File: config.mk
export PLATFORM = sky130hd
export DESIGN_NAME = buflet_arb
export DESIGN_NICKNAME = d
export VERILOG_FILES = /design/src/rtl/buflet_arb.sv
export SDC_FILE = /design/constraint.sdc
export NUM_CORES = 1
export LEC_CHECK = 0
export ABC_CLOCK_PERIOD_IN_PS = 2800
export CAP_MARGIN = 30
export CORE_MARGIN = 1
export CORE_UTILIZATION = 47
export CTS_BUF_LIST = sky130_fd_sc_hd__clkbuf_4
export DETAILED_ROUTE_END_ITERATION = 7
export GPL_ROUTABILITY_DRIVEN = 0
export PLACE_DENSITY_LB_ADDON = 0.12
export SETUP_SLACK_MARGIN = 0.2
export SYNTH_ARGS = -nofsm -noshare
export SYNTH_HDL_FRONTEND = slang
export SYNTH_SLANG_ARGS = --single-unit
File: constraint.sdc
create_clock -name clk -period 2.8 [get_ports clk]
set_clock_uncertainty 0.1 [all_clocks]
set_input_delay 0.42 -clock clk [delete_from_list [all_inputs] [get_ports clk]]
set_output_delay 0.42 -clock clk [all_outputs]
set_load 0.02 [all_outputs]
File: src/rtl/buflet_arb.sv
`default_nettype none
`timescale 1ns/1ps
// ============================================================================
// Module      : buflet_arb
// Description : Shares the buflet bitmap free/alloc port pair between N
//               clients. Frees first, with a burst limit protecting allocs.
//               Enforces per-client quotas and tags frees with the client id.
// Revision    : 1.0 - initial release
// ============================================================================
module buflet_arb #(
    parameter int N          = 4,
    parameter int MAX_HELD   = 8192,
    parameter int FREE_BURST = 4
) (
    input  logic              clk,
    input  logic              reset_l,
    input  logic [N-1:0]      c_free_req,
    input  logic [15*N-1:0]   c_free_page,
    output logic [N-1:0]      c_free_gnt,
    input  logic [N-1:0]      c_alloc_req,
    output logic [N-1:0]      c_alloc_gnt,
    output logic [14:0]       c_alloc_page,
    output logic [N-1:0]      c_at_quota,
    output logic              map_free_req,
    output logic [14:0]       map_free_page,
    output logic [3:0]        map_free_who,
    input  logic              map_free_gnt,
    output logic              map_alloc_req,
    input  logic              map_alloc_gnt,
    input  logic [14:0]       map_alloc_page,
    input  logic [15:0]       map_count,
    output logic              underflow_err,
    output logic [3:0]        underflow_who
);

    localparam int c_PW = (N > 1) ? $clog2(N) : 1;
    localparam int c_HW = $clog2(MAX_HELD + 1);
    localparam int c_BW = $clog2(FREE_BURST + 1);

    localparam logic [1:0] c_IDLE       = 2'd0;
    localparam logic [1:0] c_FREE_WAIT  = 2'd1;
    localparam logic [1:0] c_ALLOC_WAIT = 2'd2;
    localparam logic [1:0] c_GAP        = 2'd3;

    localparam logic [c_BW-1:0] c_BURST_MAX = c_BW'(FREE_BURST);
    localparam logic [c_HW-1:0] c_HELD_MAX  = c_HW'(MAX_HELD);

    logic [1:0]               r_state;
    logic [1:0]               w_state_nxt;
    logic [c_PW-1:0]          r_free_ptr;
    logic [c_PW-1:0]          r_alloc_ptr;
    logic [c_PW-1:0]          r_owner;
    logic [c_BW-1:0]          r_burst;
    logic [N-1:0][c_HW-1:0]   r_held;

    logic [N-1:0]             w_free_elig;
    logic [N-1:0]             w_alloc_elig;
    logic                     w_free_any;
    logic                     w_alloc_any;
    logic                     w_burst_ok;
    logic                     w_pick_free;
    logic                     w_pick_alloc;
    logic [c_PW:0]            w_fsum;
    logic [c_PW:0]            w_asum;
    logic [c_PW-1:0]          w_free_win;
    logic [c_PW-1:0]          w_alloc_win;
    logic [14:0]              w_free_page;

    function automatic logic [c_PW-1:0] f_next_ptr(input logic [c_PW-1:0] win);
        return (win == c_PW'(N - 1)) ? '0 : win + 1'b1;
    endfunction

    // An empty map makes every alloc ineligible.
    assign w_free_elig  = c_free_req;
    assign w_alloc_elig = (map_count != 16'd0) ? (c_alloc_req & ~c_at_quota) : '0;
    assign w_free_any   = |w_free_elig;
    assign w_alloc_any  = |w_alloc_elig;
    assign w_burst_ok   = (r_burst < c_BURST_MAX);
    assign w_pick_free  = (r_state == c_IDLE) && w_free_any && (!w_alloc_any || w_burst_ok);
    assign w_pick_alloc = (r_state == c_IDLE) && !w_pick_free && w_alloc_any;

    // Scan downward so the candidate nearest the pointer is the last to land.
    always_comb begin
        w_free_win  = r_free_ptr;
        w_alloc_win = r_alloc_ptr;
        w_fsum      = '0;
        w_asum      = '0;
        for (int k = N - 1; k >= 0; k--) begin
            w_fsum = {1'b0, r_free_ptr} + (c_PW + 1)'(k);
            if (w_fsum >= (c_PW + 1)'(N)) w_fsum = w_fsum - (c_PW + 1)'(N);
            if (w_free_elig[w_fsum[c_PW-1:0]]) w_free_win = w_fsum[c_PW-1:0];
            w_asum = {1'b0, r_alloc_ptr} + (c_PW + 1)'(k);
            if (w_asum >= (c_PW + 1)'(N)) w_asum = w_asum - (c_PW + 1)'(N);
            if (w_alloc_elig[w_asum[c_PW-1:0]]) w_alloc_win = w_asum[c_PW-1:0];
        end
    end

    always_comb begin
        w_free_page = '0;
        for (int i = 0; i < N; i++) begin
            if (w_free_win == c_PW'(i)) w_free_page = c_free_page[15*i +: 15];
        end
    end

    always_comb begin
        w_state_nxt = r_state;
        case (r_state)
            c_IDLE: begin
                if (w_pick_free)       w_state_nxt = c_FREE_WAIT;
                else if (w_pick_alloc) w_state_nxt = c_ALLOC_WAIT;
            end
            c_FREE_WAIT:  if (map_free_gnt)  w_state_nxt = c_GAP;
            c_ALLOC_WAIT: if (map_alloc_gnt) w_state_nxt = c_GAP;
            c_GAP:        w_state_nxt = c_IDLE;
            default:      w_state_nxt = c_IDLE;
        endcase
    end

    always_ff @(posedge clk or negedge reset_l) begin
        if (!reset_l) r_state <= c_IDLE;
        else          r_state <= w_state_nxt;
    end

    always_ff @(posedge clk or negedge reset_l) begin
        if (!reset_l) begin
            c_free_gnt    <= '0;
            c_alloc_gnt   <= '0;
            c_alloc_page  <= '0;
            c_at_quota    <= '0;
            map_free_req  <= 1'b0;
            map_free_page <= '0;
            map_free_who  <= '0;
            map_alloc_req <= 1'b0;
            underflow_err <= 1'b0;
            underflow_who <= '0;
            r_free_ptr    <= '0;
            r_alloc_ptr   <= '0;
            r_owner       <= '0;
            r_burst       <= '0;
            r_held        <= '0;
        end else begin
            for (int i = 0; i < N; i++) c_at_quota[i] <= (r_held[i] >= c_HELD_MAX);
            case (r_state)
                c_IDLE: begin
                    if (w_pick_free) begin
                        map_free_req  <= 1'b1;
                        map_free_page <= w_free_page;
                        map_free_who  <= 4'(w_free_win);
                        r_owner       <= w_free_win;
                        r_free_ptr    <= f_next_ptr(w_free_win);
                        if (w_alloc_any && w_burst_ok) r_burst <= r_burst + 1'b1;
                    end else if (w_pick_alloc) begin
                        map_alloc_req <= 1'b1;
                        r_owner       <= w_alloc_win;
                        r_alloc_ptr   <= f_next_ptr(w_alloc_win);
                        r_burst       <= '0;
                    end
                end
                c_FREE_WAIT: begin
                    if (map_free_gnt) begin
                        map_free_req        <= 1'b0;
                        c_free_gnt[r_owner] <= 1'b1;
                        if (r_held[r_owner] != '0) begin
                            r_held[r_owner] <= r_held[r_owner] - 1'b1;
                        end else if (!underflow_err) begin
                            underflow_err <= 1'b1;
                            underflow_who <= 4'(r_owner);
                        end
                    end
                end
                c_ALLOC_WAIT: begin
                    if (map_alloc_gnt) begin
                        map_alloc_req        <= 1'b0;
                        c_alloc_gnt[r_owner] <= 1'b1;
                        c_alloc_page         <= map_alloc_page;
                        r_held[r_owner]      <= r_held[r_owner] + 1'b1;
                    end
                end
                default: begin
                    c_free_gnt   <= '0;
                    c_alloc_gnt  <= '0;
                    c_alloc_page <= '0;
                end
            endcase
        end
    end

endmodule
`default_nettype wire

==> flow_summary.json <==
{
  "regToRegSetupSlack_ns": -0.00003,
  "placeableCoreArea_sq_um": 14000,
  "wl_mm": 20.3,
  "layout_commonest_cell": "clkdlybuf4s50_1",
  "drive_gt1_share_pct": 20.7,
  "port_buffers": 151,
  "path_clk_slew_ns": 0.12,
  "total_power_w": 0.0114,
  "grt_use_total_pct": 28.2,
  "critPathArrivalTime_ns": 3.16,
  "ys_async_sr_fraction_pct": 100,
  "rsz0062_at_grt": "true",
  "final_cell_mix": "150 x clkdlybuf4s50_1, 115 x dfrtp_1, 83 x nand2_1",
  "cp_cell_sequence": "buf_12 -> buf_4 -> mux4_2 -> nor4_4 -> and4_2 -> or3_2 -> mux2_4",
  "worst-path-buf-inv": 2,
  "place_hpwl_mm": 14.2,
  "grt_pass1_wl_mm": 32.1,
  "synth_top_area_share_pct": 42.5,
  "root_buffer": "clkbuf_4",
  "regToRegStartpoint": "r_owner[0]",
  "grt_pass1_vias": 6348,
  "setup_ws_ns": -0.0000304,
  "die_w_microns": 123,
  "finalCriticalPeriod_ns": 2.80,
  "route.detailed.drc": 0,
  "clockBufferDepth": 2,
  "critical_path_class": "reg2reg",
  "required_ns": 3.16,
  "cts_buffers": 17,
  "wl_per_cell_microns": 18.9,
  "end_kind": "register",
  "crit_family": "simple AND/OR/NAND/NOR gates",
  "die_h_microns": 123,
  "utilization_pct": 67.9,
  "dr.pass1.iters": 5,
  "hold_viol": 0,
  "synthTopCellsByArea": "dfrtp_1 42%, o31ai_1 5.3%, mux4_2 4.6%",
  "synth_edf_count": 0,
  "cap_violations": 0,
  "peakVddDrop_mv": 0.514,
  "antenna_found_initial": 0,
  "avgSynthCellArea_sq_um": 10.1,
  "period_share_pct": 100,
  "crit_slowest_cell": "mux4_2",
  "rows": 43,
  "hold_class": "in2async",
  "drtIter0Drc": 465,
  "max_freq_mhz": 357,
  "setup_viol": 1,
  "grt_max_degree": 52,
  "syn-cell-area_sq_um": 6830,
  "maxSlewViolCount": 0,
  "violations": "setup timing",
  "die-area_sq_um": 15000,
  "cts_sinks": 116,
  "synthDistinctLibCells": 61,
  "path_max_fanout": 10,
  "ys_ff_latch": 116,
  "nets": 992,
  "critPathMaxStageDelay_ns": 0.58,
  "ant_nets": 0,
  "synthCells": 676,
  "synth_warnings": 0,
  "io_pins": 156,
  "fillers": 1082,
  "htreeDepth": 4,
  "start_util_pct": 48.7,
  "num_vias": 6366,
  "overflow": 0,
  "outcome": "finished with violations",
  "power.density_nw_per_um2": 1200,
  "synth_top_area_cell": "dfrtp_1",
  "via_per_inst": 5.94,
  "cellLeakagePower_nw": 3.90,
  "cts_tree": "yes",
  "reg2reg_to": "r_held[36]",
  "syn2layout_area_growth_pct": 39.6,
  "tightestPinTransition_ns": 0.924,
  "cp-start-kind": "register",
  "r2r_cells": 7,
  "ys_seq_area_share_pct": 42.5,
  "relSlewSlack_pct": 38.1,
  "antenna_cells": 0,
  "ys.flop_type": "dfrtp_1",
  "clk-insertion-delay-late_ns": 0.57
}
-- cells by family after synthesis --
group                      Yosys count  share of synthesized area [%]
buffers and inverters               68                           5.29
xor gates and xnor gates             6                          0.769
AOI/OAI and AO/OA                  208                           20.7
DFF                                116                           42.5
and+or+nand+nor                    212                           16.6
other                                1                         0.0549
muxes                               54                           12.1
adders and majority gates           11                           2.01
-- metrics by stage --
step           worst slack (ns)  setup TNS, ns  cell area [sq um]  hold slack (ns)  instances
6_report             -0.0000304     -0.0000304               9540            0.293       1071
3_3_place_gp            0.00870              0               8910            0.316       1019
2_1_floorplan            0.0451              0               6910           0.0244        679
5_1_grt                 -0.0823         -0.994               9540            0.273       1071
4_1_cts                  0.0324              0               9470            0.283       1067
3_5_place_dp            -0.0701         -0.479               8910            0.311       1019
-- layout make-up --
cell class              instances  area [sq um]  area share (%)
clock buffers                  17           128            1.34
well taps                     180           225            2.36
flip-flops and latches        116          2900            30.4
repair buffers                230          2270            23.8
clock inverters                15           183            1.92
inverters                      14          60.1           0.630
multi-input cells             499          3770            39.5
-- where the power goes --
part           total, W  switching, W  internal (W)
clock network   0.00134      0.000720      0.000623
registers       0.00283      0.000461       0.00237
logic           0.00727       0.00384       0.00342
-- flip-flops by register name, indices dropped and copies added, names as in the netlist, 3 cells and up, named ones only --
register and cells:
c_alloc_gnt 4, c_alloc_page 15, c_at_quota 4, c_free_gnt 4
map_free_page 15, r_burst 3, r_held 52
-- metal layers --
layer | GRT usage (%) | part of all wire (%)
met2 | 46.5 | 48
met1 | 35.2 | 42
met5 | 0 | 0
met4 | 10.2 | 2.3
met3 | 7.99 | 7.5
-- what timing repair did --
action	in CTS	in global routing
gates cloned	2	3
resized for setup	17	12
endpoints found under the setup margin	59	58
endpoints found under the hold margin	39	0
buffers inserted	13	1
pin swaps	12	7
hold buffers	1	0
-- synth_stat cells (4+ instances only) --
cell / instances
a21o_1: 4
a21oi_1: 39
a31oi_1: 12
and3_1: 4
and4_1: 4
buf_2: 4
buf_4: 7
buf_6: 4
buf_8: 4
clkbuf_1: 33
dfrtp_1: 116
ha_1: 11
inv_1: 14
mux2_1: 12
mux2_4: 18
mux2i_1: 7
mux4_2: 14
nand2_1: 83
nand2b_1: 14
nand3_1: 18
nand3b_1: 20
nand4_1: 10
nor2_1: 25
nor2b_1: 5
nor4_1: 7
o2111ai_1: 13
o211ai_1: 28
o21a_1: 21
o21ai_0: 26
o31ai_1: 48
or3_4: 4
xor2_1: 4
-- how the worst max path moves through the flow --
stage / slack [ns] / cells after the start / endpoint / from
after global routing: -0.08 / 8 / underflow_who[0] / r_owner[0]
after detailed placement: -0.07 / 7 / underflow_who[0] / r_owner[0]
final: -0.00003 / 7 / r_held[36] / r_owner[0]
after global placement: 0.009 / 7 / underflow_who[1] / r_owner[0]
after CTS: 0.03 / 8 / underflow_who[0] / r_owner[0]
after floorplan: 0.05 / 11 / r_held[6] / r_owner[0]
-- worst register-to-register path: cells and delay by family (launching register included) --
| family | cells | cell delay, ns |
|---|---|---|
| multiplexers | 2 | 0.90 |
| flip-flops | 1 | 0.45 |
| AND/OR/NAND/NOR | 3 | 0.96 |
| buffers and inverters | 2 | 0.30 |
Note: power is estimated with default switching activity, not from simulation.
